[src/rtl/player_lives_controller.sv]
// player_lives_controller: owns the ship's hit / explode / respawn / invulnerability
// sequence and the spare-life count. All sequence timing advances on fsync frame pulses.
//
// state    | meaning
// ---------+---------------------------------------------------------------
// S_IDLE   | not playing; lives reload while on the start screen
// S_ALIVE  | ship drawn and vulnerable; collisions latch until the next fsync
// S_EXPLODE| ship hidden for RESPAWN_FRAMES frames after a hit
// S_INVULN | ship blinks (8-frame phases) and ignores hits for INVULN_FRAMES
// S_DEAD   | final hit taken; wait for the game to leave PLAY_GAME
module player_lives_controller #(
    parameter int START_LIVES       = 2,
    parameter int RESPAWN_FRAMES    = 60,
    parameter int INVULN_FRAMES     = 120,
    parameter int EXTRA_LIFE_ROUNDS = 4
) (
    input  logic       pixel_clk,
    input  logic       rst,
    input  logic       fsync,
    input  logic [1:0] game_state,
    input  logic [4:0] round,
    input  logic       collision,
    output logic       player_hit,
    output logic [1:0] lives_remaining,
    output logic       player_visible,
    output logic       player_invuln,
    output logic       respawn_busy
);

    typedef enum logic [2:0] {
        S_IDLE,
        S_ALIVE,
        S_EXPLODE,
        S_INVULN,
        S_DEAD
    } state_t;

    // Counter must cover the longer duration and expose bit 3 for the blink phase.
    localparam int MAX_FRAMES = (RESPAWN_FRAMES > INVULN_FRAMES) ? RESPAWN_FRAMES : INVULN_FRAMES;
    localparam int CW_RAW     = $clog2(MAX_FRAMES + 1);
    localparam int CW         = (CW_RAW < 4) ? 4 : CW_RAW;

    localparam logic [CW-1:0] RESP_LAST  = CW'(RESPAWN_FRAMES - 1);
    localparam logic [CW-1:0] INV_LAST   = CW'(INVULN_FRAMES - 1);
    localparam logic [1:0]    START_L    = 2'(START_LIVES);
    // Divisor kept nonzero so the modulo stays legal when bonus lives are disabled.
    localparam int            EXTRA_DIV  = (EXTRA_LIFE_ROUNDS == 0) ? 1 : EXTRA_LIFE_ROUNDS;

    state_t        state, state_nxt;
    logic [CW-1:0] frame_cnt, frame_cnt_nxt;
    logic          hit_pend, hit_pend_nxt;
    logic          player_hit_nxt;
    logic          visible_nxt, invuln_nxt, busy_nxt;
    logic [1:0]    lives_nxt;
    logic [4:0]    round_q;
    logic          playing;
    logic          extra_life;
    logic [2:0]    lives_sum;

    assign playing = (game_state == 2'd1);

    // Next state, frame counter, hit latch and qualified hit pulse.
    always_comb begin
        state_nxt      = state;
        frame_cnt_nxt  = frame_cnt;
        hit_pend_nxt   = 1'b0;
        player_hit_nxt = 1'b0;

        case (state)
            S_IDLE: begin
                if (playing) begin
                    state_nxt     = S_ALIVE;
                    frame_cnt_nxt = '0;
                end
            end
            S_ALIVE: begin
                hit_pend_nxt = hit_pend | collision;
                if (fsync && (hit_pend || collision)) begin
                    player_hit_nxt = 1'b1;
                    hit_pend_nxt   = 1'b0;
                    frame_cnt_nxt  = '0;
                    state_nxt      = (lives_remaining == 2'd0) ? S_DEAD : S_EXPLODE;
                end
            end
            S_EXPLODE: begin
                if (fsync) begin
                    if (frame_cnt == RESP_LAST) begin
                        state_nxt     = S_INVULN;
                        frame_cnt_nxt = '0;
                    end else begin
                        frame_cnt_nxt = frame_cnt + CW'(1);
                    end
                end
            end
            S_INVULN: begin
                if (fsync) begin
                    if (frame_cnt == INV_LAST) begin
                        state_nxt     = S_ALIVE;
                        frame_cnt_nxt = '0;
                    end else begin
                        frame_cnt_nxt = frame_cnt + CW'(1);
                    end
                end
            end
            S_DEAD: begin
                state_nxt = S_DEAD;
            end
            default: begin
                state_nxt     = S_IDLE;
                frame_cnt_nxt = '0;
            end
        endcase

        // Leaving PLAY_GAME abandons whatever sequence is in progress.
        if (state != S_IDLE && !playing) begin
            state_nxt      = S_IDLE;
            frame_cnt_nxt  = '0;
            hit_pend_nxt   = 1'b0;
            player_hit_nxt = 1'b0;
        end
    end

    // Outputs are decoded from the next state so they register alongside it.
    always_comb begin
        visible_nxt = 1'b0;
        invuln_nxt  = 1'b0;
        busy_nxt    = 1'b0;
        case (state_nxt)
            S_ALIVE:   visible_nxt = 1'b1;
            S_EXPLODE: busy_nxt    = 1'b1;
            S_INVULN: begin
                invuln_nxt  = 1'b1;
                visible_nxt = ~frame_cnt_nxt[3];
            end
            default: begin
                visible_nxt = 1'b0;
            end
        endcase
    end

    // Life count: reload on start screen, otherwise bonus minus hit, clamped to 0..3.
    always_comb begin
        extra_life = 1'b0;
        if (state != S_IDLE && EXTRA_LIFE_ROUNDS != 0 && round != round_q &&
            round != 5'd0 && (32'(round) % EXTRA_DIV) == 0) begin
            extra_life = 1'b1;
        end
        lives_sum = {1'b0, lives_remaining} + {2'b00, extra_life};
        if (player_hit && lives_sum != 3'd0) begin
            lives_sum = lives_sum - 3'd1;
        end
        lives_nxt = (lives_sum > 3'd3) ? 2'd3 : lives_sum[1:0];
        if (state == S_IDLE && game_state == 2'd0) begin
            lives_nxt = START_L;
        end
    end

    // State and output registers with synchronous reset.
    always_ff @(posedge pixel_clk) begin
        if (rst) begin
            state           <= S_IDLE;
            frame_cnt       <= '0;
            hit_pend        <= 1'b0;
            player_hit      <= 1'b0;
            lives_remaining <= START_L;
            player_visible  <= 1'b0;
            player_invuln   <= 1'b0;
            respawn_busy    <= 1'b0;
            round_q         <= '0;
        end else begin
            state           <= state_nxt;
            frame_cnt       <= frame_cnt_nxt;
            hit_pend        <= hit_pend_nxt;
            player_hit      <= player_hit_nxt;
            lives_remaining <= lives_nxt;
            player_visible  <= visible_nxt;
            player_invuln   <= invuln_nxt;
            respawn_busy    <= busy_nxt;
            round_q         <= round;
        end
    end

endmodule

[config.mk]
export PLATFORM = sky130hd
export DESIGN_NAME = player_lives_controller
export DESIGN_NICKNAME = d
export VERILOG_FILES = /design/src/rtl/player_lives_controller.sv
export SDC_FILE = /design/constraint.sdc
export NUM_CORES = 1
export LEC_CHECK = 0
export ABC_AREA = 1
export CORE_MARGIN = 4
export CORE_UTILIZATION = 55
export CTS_CLUSTER_DIAMETER = 50
export DETAILED_ROUTE_END_ITERATION = 10
export PLACE_DENSITY = 0.78
export SYNTH_ARGS = -nofsm -noshare
export SYNTH_HDL_FRONTEND = slang
export SYNTH_SLANG_ARGS = --single-unit
[constraint.sdc]
create_clock -name pixel_clk -period 4.75 [get_ports pixel_clk]
set_input_delay 1.425 -clock pixel_clk [delete_from_list [all_inputs] [get_ports pixel_clk]]
set_output_delay 1.425 -clock pixel_clk [all_outputs]
set_load 0.01 [all_outputs]
==> impl_metrics.json <==
{
  "period_needed_ns": 3.45,
  "leakagePower_nw": 0.654,
  "postCtsSetupBuffers": 0,
  "die_h_um": 55.1,
  "relSlewSlack": 0.645,
  "path_delay_family": "simple AND/OR/NAND/NOR gates",
  "drive_above_1_share": 0.123,
  "area_delta_synth_final_pct": 19.9,
  "cts_root_buf": "clkbuf_4",
  "outcome": "finished clean",
  "path_cells": "clkdlybuf4s50_1 -> inv_1 -> nand2_1 -> nand2_1 -> nor2_1 -> nand3_1 -> nand3_1 -> inv_1 -> ha_1 -> inv_1 -> ha_1 -> ha_1 -> nor2_1 -> nand3_1 -> o21ai_0 -> nand2_1",
  "io_pins": 17,
  "clock_path_buffers": 2,
  "placed_cells": 226,
  "fmax_mhz": 290,
  "ctsResizeCount": 0,
  "grt_util_met3": 0.0322,
  "die_area_um2": 3040,
  "core_area_um2": 2040,
  "vias_per_cell": 4.83,
  "cpMaxStageDelayCell": "clkdlybuf4s50_1",
  "power_mw": 0.442,
  "fin_nets": 219,
  "max_stage_delay_ns": 0.50,
  "yosysUniqueCellTypes": 28,
  "drt_iter0_drc": 25,
  "min_path_type": "reg2reg",
  "synthCells": 184,
  "synth_seq_area_share": 0.361,
  "slew_violations": 0,
  "crit_start": "round[3]",
  "p_per_area_nw_per_um2": 302,
  "num_vias": 1110,
  "cts_tree": "built",
  "cp_max_fo": 4,
  "clock_skew_ns": 0.00481,
  "place.detailed.hpwl_um": 1980,
  "rows": 16,
  "antenna_found_initial": 0,
  "gp_congestion": 0.800,
  "critPathKind": "in2reg",
  "path_clk_slew_ns": 0.13,
  "layout_common_cells": "39 x nand2_1, 33 x inv_1, 30 x nor2_1",
  "path_buf_inv": 4,
  "timing.hold.ws_ns": 0.518,
  "cp_data_required_time_ns": 4.97,
  "port_buffers": 16,
  "gr-max-usage-layer": "met2",
  "grt_max_degree": 14,
  "fin_cells": 230,
  "arrival_ns": 3.67,
  "die_w_um": 55.1,
  "floorplan.initialDensity": 0.597,
  "diodes": 0,
  "drv_cap": 0,
  "cts_max_level": 1,
  "drc": 0,
  "post-route-period-util": 0.727,
  "layout_commonest_cell": "nand2_1",
  "wl_per_cell_um": 10.4,
  "end_kind": "register",
  "syn_area_um2": 1220,
  "grt_pass1_vias": 1006,
  "finalHoldViolations": 0,
  "reg2reg_from": "state[0]$_SDFF_PP0_",
  "wl_um": 2380,
  "synth-seq-cells": 22,
  "hold_start": "frame_cnt[0]$_SDFFE_PP0P_",
  "syn_avg_cell_area_um2": 6.63,
  "grt_pass1_wl_um": 4110,
  "ctsHoldBuffers": 0,
  "numCtsBuffers": 3,
  "grt_overflow": 0,
  "numClockSinks": 22,
  "dr.pass1.iters": 4,
  "ir_drop_mv": 0.241,
  "yosys_warnings": 0,
  "worst_pin_slew_ns": 0.530,
  "start_kind": "primary input",
  "rsz0062_at_grt": "false",
  "met2_usage": 0.317,
  "setup_viol_count_final": 0,
  "final_antenna_net_count": 0,
  "final_core_utilization": 0.716,
  "tns_ns": 0,
  "grt_use_total": 0.182,
  "syn-num-nets": 199,
  "globalRouteMet1Util": 0.225,
  "clock_latency_ns": 0.32
}
==> per-layer routing <==
| metal | vias to the layer above | routed length, um |
|---|---|---|
| li1 | 603 | - |
| met1 | 484 | 1140 |
| met2 | 19 | 1110 |
| met3 | 4 | 98 |
| met4 | 0 | 32 |
| met5 | - | 0 |
==> through the flow <==
stage          instance area, um2  setup slack (ns)
6_report                     1460              1.30
5_1_grt                      1460              1.07
4_1_cts                      1460              1.29
3_5_place_dp                 1410             0.967
3_3_place_gp                 1410              1.12
2_1_floorplan                1220              1.75
==> worst min-delay path, stage by stage (launching register included) <==
cell and delay (ns):
dfxtp_1 0.34, inv_1 0.08, a21oi_1 0.06
==> final cells by class <==
class	count	area (um2)
inverter	37	139
tap	27	33.8
clock inverter	1	30.0
sequential	22	440
clock buffer	3	22.5
multi-input combinational	124	637
timing repair buffer	16	160
fill	180	579
==> power breakdown <==
group	internal, mW	switching [mW]	total [mW]	leakage (nW)
combinational	0.0379	0.0583	0.0962	0.447
clock	0.0853	0.0617	0.147	0.0279
sequential	0.193	0.00557	0.199	0.179
==> logic make-up after synthesis <==
logic type                 Yosys count  synth area share
AOI/OAI and AO/OA                   17            0.0913
xor gates and xnor gates             3            0.0215
adders and majority gates            4            0.0410
buffers and inverters               38             0.117
DFF                                 22             0.361
and+or+nand+nor                    100             0.368
==> state kept, by name (all words and copies together) (netlist names) <==
signal,cells
lives_remaining,2
frame_cnt,7
round_q,5
respawn_busy,1
hit_pend,1
player_invuln,1
state,3
player_hit,1
player_visible,1
==> final timing paths <==
path	to	cells after the start	slack, ns
min	frame_cnt[0]$_SDFFE_PP0P_	2	0.52
min reg2reg	frame_cnt[0]$_SDFFE_PP0P_	2	0.52
max reg2reg	lives_remaining[1]$_SDFF_PP1_	15	2.52
max	lives_remaining[1]$_SDFF_PP1_	16	1.30
==> cells in the mapped netlist <==
| master | n | area share |
|---|---|---|
| nand3b_1 | 1 | 0.0062 |
| o21ai_2 | 2 | 0.014 |
| a211oi_1 | 1 | 0.0062 |
| nor3_1 | 8 | 0.033 |
| nor2_1 | 30 | 0.092 |
| o21ai_0 | 3 | 0.012 |
| nand3_1 | 8 | 0.033 |
| inv_1 | 33 | 0.10 |
| a21oi_2 | 2 | 0.014 |
| nand2_1 | 39 | 0.12 |
| xor2_1 | 2 | 0.014 |
| o21ai_1 | 2 | 0.0082 |
| nor3b_2 | 1 | 0.010 |
| dfxtp_1 | 22 | 0.36 |
| nand3_2 | 1 | 0.0082 |
| a22oi_1 | 1 | 0.0062 |
| nand4_1 | 1 | 0.0051 |
| nor2_4 | 1 | 0.0092 |
| ha_1 | 4 | 0.041 |
| inv_2 | 4 | 0.012 |
| nor2_2 | 8 | 0.041 |
| o31ai_1 | 1 | 0.0062 |
| o211ai_1 | 1 | 0.0062 |
| a31oi_1 | 1 | 0.0051 |
| xnor2_1 | 1 | 0.0072 |
| nand2_2 | 2 | 0.010 |
| clkbuf_1 | 1 | 0.0031 |
| a21oi_1 | 3 | 0.012 |
No activity file was read; power rests on OpenSTA's default activity.
